File: src/rtl/tone_pkg.sv
// Shared definitions for the tone source arbiter: note codes, octave clamp,
// octave-0 half-period table at 100 MHz, and the arbiter state encoding.
package tone_pkg;

    localparam logic [2:0] NOTE_REST = 3'd0;
    localparam logic [2:0] NOTE_C    = 3'd1;
    localparam logic [2:0] NOTE_D    = 3'd2;
    localparam logic [2:0] NOTE_E    = 3'd3;
    localparam logic [2:0] NOTE_F    = 3'd4;
    localparam logic [2:0] NOTE_G    = 3'd5;
    localparam logic [2:0] NOTE_A    = 3'd6;
    localparam logic [2:0] NOTE_B    = 3'd7;

    // Highest octave the tone path supports; requests above it are clamped.
    localparam logic [2:0] OCT_MAX   = 3'd6;

    // Width of a half-period count (largest entry 764455 < 2**20).
    localparam int HALF_W = 20;

    typedef enum logic [1:0] {
        IDLE  = 2'd0,
        PLAY  = 2'd1,
        DRAIN = 2'd2,
        GAP   = 2'd3
    } state_t;

    // Octave-0 half period in clock cycles (C2..B2); rest maps to 0.
    function automatic logic [HALF_W-1:0] base_half(input logic [2:0] note);
        logic [HALF_W-1:0] h;
        case (note)
            NOTE_C:  h = 20'd764455;
            NOTE_D:  h = 20'd681050;
            NOTE_E:  h = 20'd606745;
            NOTE_F:  h = 20'd572692;
            NOTE_G:  h = 20'd510209;
            NOTE_A:  h = 20'd454545;
            NOTE_B:  h = 20'd404956;
            default: h = 20'd0;
        endcase
        return h;
    endfunction

    // Limit an octave request to the supported range.
    function automatic logic [2:0] clamp_octave(input logic [2:0] oct);
        logic [2:0] c;
        if (oct > OCT_MAX) begin
            c = OCT_MAX;
        end else begin
            c = oct;
        end
        return c;
    endfunction

endpackage

File: src/rtl/tone_gen.sv
// Square-wave generator: half-period counter plus toggle flop.
// load starts a fresh note (low phase first), force_low parks the output low,
// run advances the counter. wrap flags the cycle on which the output toggles.
module tone_gen
    import tone_pkg::*;
(
    input  logic              clk,
    input  logic              rst_n,
    input  logic [HALF_W-1:0] half,
    input  logic              run,
    input  logic              load,
    input  logic              force_low,
    output logic              speaker,
    output logic              wrap
);

    logic [HALF_W-1:0] cnt_r;
    logic              spk_r;

    // A half of 0 or 1 degenerates to a toggle every cycle rather than wrapping.
    assign wrap    = run && (({1'b0, cnt_r} + 21'd1) >= {1'b0, half});
    assign speaker = spk_r;

    // Counter and toggle flop; load/force_low take precedence over running.
    always_ff @(posedge clk or negedge rst_n) begin
        if (!rst_n) begin
            cnt_r <= 20'd0;
            spk_r <= 1'b0;
        end else if (load || force_low) begin
            cnt_r <= 20'd0;
            spk_r <= 1'b0;
        end else if (wrap) begin
            cnt_r <= 20'd0;
            spk_r <= ~spk_r;
        end else if (run) begin
            cnt_r <= cnt_r + 20'd1;
        end
    end

endmodule

File: src/rtl/tone_source_arbiter.sv
// Shares the speaker tone path between the live keyboard and the file player.
// Arbitrates ownership, enforces a minimum note hold, only releases the speaker
// on a low phase (click-free), and inserts a silent gap between notes.
module tone_source_arbiter
    import tone_pkg::*;
#(
    parameter int FILE_PRIORITY = 1,
    parameter int MIN_HOLD_CYC  = 2_000_000,
    parameter int GAP_CYC       = 500_000,
    parameter int DIV_SHIFT     = 0
) (
    input  logic       clk,
    input  logic       rst_n,
    input  logic       kb_valid,
    input  logic [2:0] kb_note,
    input  logic [2:0] kb_octave,
    input  logic       fp_valid,
    input  logic [2:0] fp_note,
    input  logic [2:0] fp_octave,
    output logic       speaker,
    output logic       grant_kb,
    output logic       grant_fp,
    output logic       busy,
    output logic [2:0] cur_note,
    output logic [2:0] cur_octave
);

    localparam logic FP_WINS = (FILE_PRIORITY != 0);
    localparam logic GAP_EN  = (GAP_CYC != 0);

    state_t            state_r;
    state_t            state_n;
    logic              grant_kb_r;
    logic              grant_fp_r;
    logic              busy_r;
    logic [2:0]        cur_note_r;
    logic [2:0]        cur_octave_r;
    logic [31:0]       hold_cnt_r;
    logic [31:0]       gap_cnt_r;

    logic              req_kb_s;
    logic              req_fp_s;
    logic [2:0]        kb_oct_c_s;
    logic [2:0]        fp_oct_c_s;
    logic              pick_fp_s;
    logic              own_req_s;
    logic              own_diff_s;
    logic              other_pre_s;
    logic              hold_done_s;
    logic              load_s;
    logic              run_s;
    logic              force_low_s;
    logic              speaker_s;
    logic              wrap_s;
    logic [5:0]        shift_s;
    logic [HALF_W-1:0] half_s;

    assign req_kb_s    = kb_valid && (kb_note != NOTE_REST);
    assign req_fp_s    = fp_valid && (fp_note != NOTE_REST);
    assign kb_oct_c_s  = clamp_octave(kb_octave);
    assign fp_oct_c_s  = clamp_octave(fp_octave);
    assign pick_fp_s   = req_fp_s && (!req_kb_s || FP_WINS);
    assign hold_done_s = (hold_cnt_r == 32'(MIN_HOLD_CYC));
    assign shift_s     = {3'b000, cur_octave_r} + 6'(DIV_SHIFT);
    assign half_s      = base_half(cur_note_r) >> shift_s;

    // Change-event inputs as seen from the currently granted source.
    always_comb begin
        own_req_s   = 1'b0;
        own_diff_s  = 1'b0;
        other_pre_s = 1'b0;
        if (grant_fp_r) begin
            own_req_s   = req_fp_s;
            own_diff_s  = (fp_note != cur_note_r) || (fp_oct_c_s != cur_octave_r);
            other_pre_s = req_kb_s && !FP_WINS;
        end else begin
            own_req_s   = req_kb_s;
            own_diff_s  = (kb_note != cur_note_r) || (kb_oct_c_s != cur_octave_r);
            other_pre_s = req_fp_s && FP_WINS;
        end
    end

    // Arbiter next-state and tone-generator controls.
    always_comb begin
        state_n     = state_r;
        load_s      = 1'b0;
        run_s       = 1'b0;
        force_low_s = 1'b0;
        case (state_r)
            IDLE: begin
                if (req_kb_s || req_fp_s) begin
                    load_s  = 1'b1;
                    state_n = PLAY;
                end else begin
                    state_n = IDLE;
                end
            end
            PLAY: begin
                run_s = 1'b1;
                // A dropped request releases at once; other changes wait out the hold.
                if (!own_req_s || (hold_done_s && (own_diff_s || other_pre_s))) begin
                    state_n = DRAIN;
                end else begin
                    state_n = PLAY;
                end
            end
            DRAIN: begin
                run_s = 1'b1;
                // Release when already low or on the falling toggle.
                if (!speaker_s || wrap_s) begin
                    force_low_s = 1'b1;
                    state_n     = GAP_EN ? GAP : IDLE;
                end else begin
                    state_n = DRAIN;
                end
            end
            GAP: begin
                if ((gap_cnt_r + 32'd1) >= 32'(GAP_CYC)) begin
                    state_n = IDLE;
                end else begin
                    state_n = GAP;
                end
            end
            default: begin
                force_low_s = 1'b1;
                state_n     = IDLE;
            end
        endcase
    end

    // State, ownership, latched note and hold/gap counters.
    always_ff @(posedge clk or negedge rst_n) begin
        if (!rst_n) begin
            state_r      <= IDLE;
            grant_kb_r   <= 1'b0;
            grant_fp_r   <= 1'b0;
            busy_r       <= 1'b0;
            cur_note_r   <= 3'd0;
            cur_octave_r <= 3'd0;
            hold_cnt_r   <= 32'd0;
            gap_cnt_r    <= 32'd0;
        end else begin
            state_r <= state_n;
            busy_r  <= (state_n != IDLE);
            case (state_r)
                IDLE: begin
                    if (load_s) begin
                        grant_fp_r   <= pick_fp_s;
                        grant_kb_r   <= !pick_fp_s;
                        cur_note_r   <= pick_fp_s ? fp_note : kb_note;
                        cur_octave_r <= pick_fp_s ? fp_oct_c_s : kb_oct_c_s;
                        hold_cnt_r   <= 32'd0;
                        gap_cnt_r    <= 32'd0;
                    end
                end
                PLAY: begin
                    if (!hold_done_s) begin
                        hold_cnt_r <= hold_cnt_r + 32'd1;
                    end
                end
                DRAIN: begin
                    if (force_low_s) begin
                        grant_kb_r   <= 1'b0;
                        grant_fp_r   <= 1'b0;
                        cur_note_r   <= 3'd0;
                        cur_octave_r <= 3'd0;
                        hold_cnt_r   <= 32'd0;
                        gap_cnt_r    <= 32'd0;
                    end
                end
                GAP: begin
                    gap_cnt_r <= gap_cnt_r + 32'd1;
                end
                default: begin
                    grant_kb_r <= 1'b0;
                    grant_fp_r <= 1'b0;
                end
            endcase
        end
    end

    tone_gen u_tone_gen (
        .clk       (clk),
        .rst_n     (rst_n),
        .half      (half_s),
        .run       (run_s),
        .load      (load_s),
        .force_low (force_low_s),
        .speaker   (speaker_s),
        .wrap      (wrap_s)
    );

    assign speaker    = speaker_s;
    assign grant_kb   = grant_kb_r;
    assign grant_fp   = grant_fp_r;
    assign busy       = busy_r;
    assign cur_note   = cur_note_r;
    assign cur_octave = cur_octave_r;

endmodule

File: config.mk
export PLATFORM = sky130hd
export DESIGN_NAME = tone_source_arbiter
export DESIGN_NICKNAME = d
export VERILOG_FILES = /design/src/rtl/tone_pkg.sv /design/src/rtl/tone_gen.sv /design/src/rtl/tone_source_arbiter.sv
export SDC_FILE = /design/constraint.sdc
export NUM_CORES = 1
export LEC_CHECK = 0
export ABC_AREA = 1
export CORE_MARGIN = 5
export CORE_UTILIZATION = 60
export CTS_BUF_LIST = sky130_fd_sc_hd__clkbuf_8
export DETAILED_ROUTE_END_ITERATION = 7
export PLACE_DENSITY = 0.88
export SLEW_MARGIN = 10
export SYNTH_ARGS = -nofsm -noshare
export SYNTH_HDL_FRONTEND = slang
export SYNTH_SLANG_ARGS = --single-unit
export TNS_END_PERCENT = 20
File: constraint.sdc
create_clock -name clk -period 7.99 [get_ports clk]
set_input_delay 1.598 -clock clk [delete_from_list [all_inputs] [get_ports clk]]
set_output_delay 1.598 -clock clk [all_outputs]
set_load 0.005 [all_outputs]
==> flow_summary.ini, run 1 <==
[status]
status = finished clean

[clock_tree]
cts_buffers = 9
cts_hold_buf = 0
cts_buffer_depth = 2
post_cts_resized = 0
h-tree-depth = 3
clk-insertion-delay-late_ns = 0.39
cts_tree = built
postCtsSetupRepairBufs = 0
clkSinkCount = 96
cts_root_buffer = clkbuf_8
path_clk_slew_ns = 0.09

[sta]
worstMarginPinSlew_ns = 1.11
final.setup.tns_ns = 0
skew_ns = 0.0145
final-max-slew-violation-count = 0
fin_crit_ns = 4.26
finalCritPeriodShare = 0.534
fmax_mhz = 234
finalHoldViolations = 0
setup_viol = 0
rsz0062_at_grt = false
max_slew_margin = 0.260

[place]
portBuffers = 25
dp.final_hpwl_um = 13300
gp_routability_congestion = 0.973

[synthesis]
synth_area_per_cell_um2 = 6.59
synth-seq-area-share = 0.308
ys_seq_elements = 96
yosysTopAreaCell = dfrtp_1
synth_area_leaders = dfrtp_1 31%, nand2_1 17%, nor2_1 5.8%
postSynthCellCount = 1184
synthArstFlopShare = 1.00
synth_warnings = 0
ys.flop_type = dfrtp_1
yosysTopAreaCellShare = 0.308
yosysUniqueCellTypes = 42
synthesis.nets = 1229
syn_area_um2 = 7800
synth-edff-count = 0

[worst_setup_path]
arrival_ns = 4.52
critPathKind = flip-flop to flip-flop
slowest_delay_ns = 0.58
end_kind = flip-flop
r2r_start = cur_note[2]
cp-startpoint = cur_note[2]
worst-path-buf-inv = 1
worst_path_most_repeated_cell = nor2_1
worst_path_dominant_cell_family = simple AND/OR/NAND/NOR gates
slowest_stage = dfrtp_1
required_ns = 8.24
worstPathCellList = clkinv_1 -> nor2_1 -> nand2_1 -> o22ai_1 -> o21ai_0 -> nand2_1 -> o21ai_0 -> ha_1 -> nand2_1 -> nor2_1 -> nand3b_1 -> nor2_1 -> nor2_1 -> nor2_1 -> nor2_1 -> nand2_1 -> nand2_4 -> nand3_4 -> nand3_4 -> nand2_1 -> o21ai_1
path_max_fanout = 64
critPathLaunchType = flip-flop

[route]
drt_iter0_drc = 653
wl_per_cell_um = 13.2
drcViolationCount = 0
via_count = 7424
finalWirelength_um = 17900
dr.max_layer_used = met4
met2_length_um = 8030
dr_wl_met3_um = 972
dr.pass1.iters = 5
wl_met1_um = 8580
antenna_left = 0
vias_per_cell = 5.46

[flow_run]
cap_violations = 0

[cells_and_area]
diodes = 0
utilization = 0.650
nets = 1227
areaGrowthSynthToFinish_pct = 5.63
drive_gt1_frac = 0.0573

[global_route]
grt-ovfl-total = 0
grt_pass1_vias = 6694
grt_pass1_wl_um = 31100
grt_antenna_before_repair = 0
grt_max_degree = 69
grt_usage = 0.249

[die]
initial_core_util = 0.616
fp-row-count = 41
die_h_um = 124
core_um2 = 12700
io_pins = 26
die_w_um = 124
dieArea_um2 = 15400

[min_path]
hold_path.startpoint = grant_kb
hold_class = flip-flop to flip-flop

[power]
power_leakage_nw = 3.58
pwr_density_cell_nw_per_um2 = 271
vdd_ir_drop_max_mv = 0.166
==> metal layers <==
| layer | up-vias | GRT usage |
|---|---|---|
| met2 | 216 | 0.387 |
| met4 | 0 | 0.0808 |
| met1 | 3323 | 0.361 |
| li1 | 3865 | - |
| met3 | 20 | 0.0322 |
| met5 | - | 0 |
==> area by class of cell <==
class                   instances  area, µm²
inverters                     114        428
flip-flops and latches         96       2400
fillers                      1134       4430
clock inverters                 7       70.1
repair buffers                 27        263
multi-input cells             934       4740
well taps                     172        215
clock buffers                   9        124
==> path summary, 6_finish.rpt <==
kind	endpoint	slack (ns)	cells after the start
max reg2reg	hold_cnt_r[15]	3.73	21
max in group asynchronous	u_tone_gen.cnt_r[14]	5.71	2
min reg2reg	grant_kb	0.49	2
min	grant_kb	0.49	2
max	hold_cnt_r[15]	3.73	21
min in group asynchronous	hold_cnt_r[10]	1.11	1
==> cell usage after synthesis (all sizes together), types with 7 or more instances <==
cell / n
o21ai: 131
or2: 12
nand4: 19
nor2: 126
a21oi: 37
a22oi: 7
nor4: 11
nor3: 34
nand3: 89
buf: 14
dfrtp: 96
clkbuf: 26
xor2: 37
nand2: 365
ha: 29
nand3b: 13
inv: 112
==> cells by family after synthesis <==
group                      Yosys count  share of synthesized area
and+or+nand+nor                    671                      0.377
AOI/OAI and AO/OA                  192                      0.136
buffers and inverters              154                     0.0847
DFF                                 96                      0.308
xor gates and xnor gates            40                     0.0449
adders and majority gates           29                     0.0465
muxes                                2                    0.00257
==> per-stage QoR <==
| stage | cell area (µm²) | std cells | worst slack (ns) | power, mW | hold slack (ns) |
|---|---|---|---|---|---|
| 4_1_cts | 8240 | 1359 | 3.76 | 2.22 | 0.501 |
| 6_report | 8240 | 1359 | 3.73 | 2.23 | 0.493 |
| 2_1_floorplan | 7800 | 1184 | 4.86 | 1.67 | 0.472 |
| 3_5_place_dp | 8050 | 1343 | 3.77 | 1.89 | 0.476 |
| 3_3_place_gp | 8050 | 1343 | 3.83 | 1.87 | 0.473 |
| 5_1_grt | 8240 | 1359 | 3.12 | 2.46 | 0.562 |
==> worst register-to-register path, stage by stage, from the launching register on <==
cell	delay, ns
dfrtp_1	0.58
clkinv_1	0.35
nor2_1	0.33
nand2_1	0.12
o22ai_1	0.22
o21ai_0	0.14
nand2_1	0.10
o21ai_0	0.11
ha_1	0.31
nand2_1	0.06
nor2_1	0.16
nand3b_1	0.10
nor2_1	0.10
nor2_1	0.05
nor2_1	0.10
nor2_1	0.04
nand2_1	0.09
nand2_4	0.11
nand3_4	0.15
nand3_4	0.55
nand2_1	0.30
o21ai_1	0.08
==> state kept, by name (all words and copies together), names as in the netlist <==
name                cells
state_r                 2
grant_fp                1
grant_kb                1
u_tone_gen.cnt_r       20
busy                    1
hold_cnt_r             32
gap_cnt_r              32
cur_octave              3
u_tone_gen.speaker      1
cur_note                3
==> cell usage in the layout, fill, tap and decap left out, types with 5 or more instances in the layout <==
cell type and count:
nor2_2 5, nor4_1 11, o21ai_0 67, nand3b_1 13, a21oi_1 35, clkdlybuf4s50_1 24
a22oi_1 7, nor2_1 120, or2_2 12, clkbuf_8 9, nand2_1 352, ha_1 29
xor2_1 37, inv_1 112, nand2_2 12, o21ai_1 54, nand3_1 83, dfrtp_1 96
nand4_1 19, nor3_1 34, o21ai_2 10
==> report_power, final <==
| group | leakage, nW | switching [mW] | internal (mW) |
|---|---|---|---|
| Sequential | 1.31 | 0.0973 | 0.547 |
| Clock | 0.105 | 0.186 | 0.145 |
| Combinational | 2.16 | 0.847 | 0.407 |
(Power assumes the default switching activity.)
==> inputs of run 2 (changes only) <==
--- a/config.mk
+++ b/config.mk
@@ -7,10 +7,10 @@
 export LEC_CHECK = 0
 export ABC_AREA = 1
 export CORE_MARGIN = 5
-export CORE_UTILIZATION = 60
+export CORE_UTILIZATION = 58
 export CTS_BUF_LIST = sky130_fd_sc_hd__clkbuf_8
 export DETAILED_ROUTE_END_ITERATION = 7
-export PLACE_DENSITY = 0.88
+export PLACE_DENSITY = 0.89
 export SLEW_MARGIN = 10
 export SYNTH_ARGS = -nofsm -noshare
 export SYNTH_HDL_FRONTEND = slang
==> constraint.sdc (replaced) <==
create_clock -name clk -period 3.9 [get_ports clk]
set_input_delay 0.78 -clock clk [delete_from_list [all_inputs] [get_ports clk]]
set_output_delay 0.78 -clock clk [all_outputs]
set_load 0.005 [all_outputs]
==> flow_summary.ini, run 2 (synthesis gave the netlist of run 1 again) <==
[clock_tree]
cts_buffers = 9
cts_root_buffer = clkbuf_8
cts_tree = built
cts_buffer_depth = 2
h-tree-depth = 3
path_clk_slew_ns = 0.10
clk-insertion-delay-late_ns = 0.39
clkSinkCount = 96

[worst_setup_path]
worstPathCellList = buf_4 -> inv_1 -> nor2_1 -> o21ai_0 -> nand2_1 -> o21ai_0 -> nand2_1 -> o21ai_0 -> o21ai_0 -> inv_1 -> ha_1 -> nand3_1 -> nand3b_1 -> nor2_1 -> nor2_1 -> nor2_1 -> nor2_1 -> nand2_1 -> nand2_4 -> nand3_4 -> nand3_4 -> clkbuf_16 -> nand2_2 -> o21ai_2
slowest_delay_ns = 0.42
critPathKind = flip-flop to flip-flop
end_kind = flip-flop
critPathLaunchType = flip-flop
worst_path_most_repeated_cell = nor2_1
required_ns = 4.18
arrival_ns = 3.88
worst-path-buf-inv = 4
worst_path_dominant_cell_family = simple AND/OR/NAND/NOR gates
slowest_stage = dfrtp_1
path_max_fanout = 32

[place]
dp.final_hpwl_um = 13800
gp_routability_congestion = 0.956
portBuffers = 25
placedInstanceArea_um2 = 8160

[status]
status = finished clean

[cells_and_area]
layout_common_cells = 352 x nand2_1, 118 x nor2_1, 112 x inv_1
fillers = 1204
final_common_cell = nand2_1
reg_top3 = gap_cnt_r (32), hold_cnt_r (32), u_tone_gen.cnt_r (20)
drive_gt1_frac = 0.0701
multi_input_area_um2 = 4770
fin_area_um2 = 8460
diodes = 0
regArea_um2 = 2400
areaGrowthSynthToFinish_pct = 8.50
nets = 1239

[route]
antenna_left = 0
via_count = 7667
dr.pass1.iters = 5
drcViolationCount = 0
wl_per_cell_um = 13.8
vias_per_cell = 5.58
drt_iter0_drc = 826
finalWirelength_um = 18900

[power]
power_leakage_nw = 3.68
pwr_density_cell_nw_per_um2 = 580
vdd_ir_drop_max_mv = 0.355

[die]
fp-row-count = 42
dieArea_um2 = 15900
io_pins = 26
die_w_um = 126
core_um2 = 13200
initial_core_util = 0.591
die_h_um = 126

[global_route]
grt_usage = 0.235
grt_antenna_before_repair = 0
grt_pass1_vias = 6940
grt_max_degree = 75
grt_pass1_wl_um = 31600
grt-ovfl-total = 0

[sta]
fin_crit_ns = 3.60
setup_viol = 0
fmax_mhz = 278
worstMarginPinSlew_ns = 0.948
finalCritPeriodShare = 0.922
rsz0062_at_grt = false
skew_ns = 0.0110
finalHoldViolations = 0
max_slew_margin = 0.368
final.setup.tns_ns = 0
final-max-slew-violation-count = 0

[min_path]
hold_class = primary input to async pin

[flow_run]
cap_violations = 0
[run 2: area by class of cell]
type	instances	area share
clock buffers	9	0.0146
clock inverters	7	0.0112
inverters	114	0.0506
multi-input cells	935	0.564
flip-flops and latches	96	0.284
well taps	176	0.0260
repair buffers	38	0.0497
[run 2: power by group]
| part | leakage [nW] | switching (mW) | total [mW] | internal, mW |
|---|---|---|---|---|
| combinational | 2.25 | 1.89 | 2.90 | 1.02 |
| clock | 0.115 | 0.380 | 0.742 | 0.363 |
| sequential | 1.31 | 0.139 | 1.26 | 1.12 |
[run 2: per-layer routing]
layer	GRT usage	wire (µm)	up-vias	share of wire
li1	-	-	3901	-
met1	0.331	8950	3494	0.47
met2	0.379	8710	243	0.46
met3	0.0292	987	29	0.052
met4	0.0700	287	0	0.015
met5	0	0	-	0
[run 2: timing repair]
action / CTS / global route
endpoints found under the hold margin: 0 / 0
setup buffers: 0 / 1
hold buffers: 0 / 0
gates resized for setup: 0 / 8
setup endpoints to repair: 0 / 86
[run 2: through the flow]
stage / util / setup WS (ns) / power, mW / hold WS [ns] / cells
after floorplan: - / 0.772 / 3.42 / 0.472 / 1184
after global placement: 0.618 / 0.314 / 3.96 / 0.473 / 1356
after detailed placement: 0.618 / 0.219 / 4.01 / 0.486 / 1356
after CTS: 0.635 / 0.187 / 4.76 / 0.514 / 1372
after global routing: 0.642 / 0.0275 / 5.35 / 0.549 / 1375
final: 0.642 / 0.304 / 4.91 / 0.496 / 1375
[run 2: path summary, 6_finish.rpt]
kind                              from              to  slack [ns]  cells past startpoint
setup / recovery           cur_note[1]  hold_cnt_r[30]        0.30                     24
hold / removal                   rst_n   hold_cnt_r[7]        0.50                      1
setup reg to reg           cur_note[1]  hold_cnt_r[30]        0.30                     24
hold reg to reg               grant_kb        grant_kb        0.51                      2
max in group asynchronous        rst_n     cur_note[0]        2.55                      2
min in group clk              grant_kb        grant_kb        0.51                      2
[run 2: worst reg2reg max path: cells and delay by family (launching register included)]
family,cells,cell delay [ns]
flops,1,0.42
buf+inv,4,0.64
fa+ha+maj,1,0.32
simple gates,14,1.50
compound gates,5,0.62
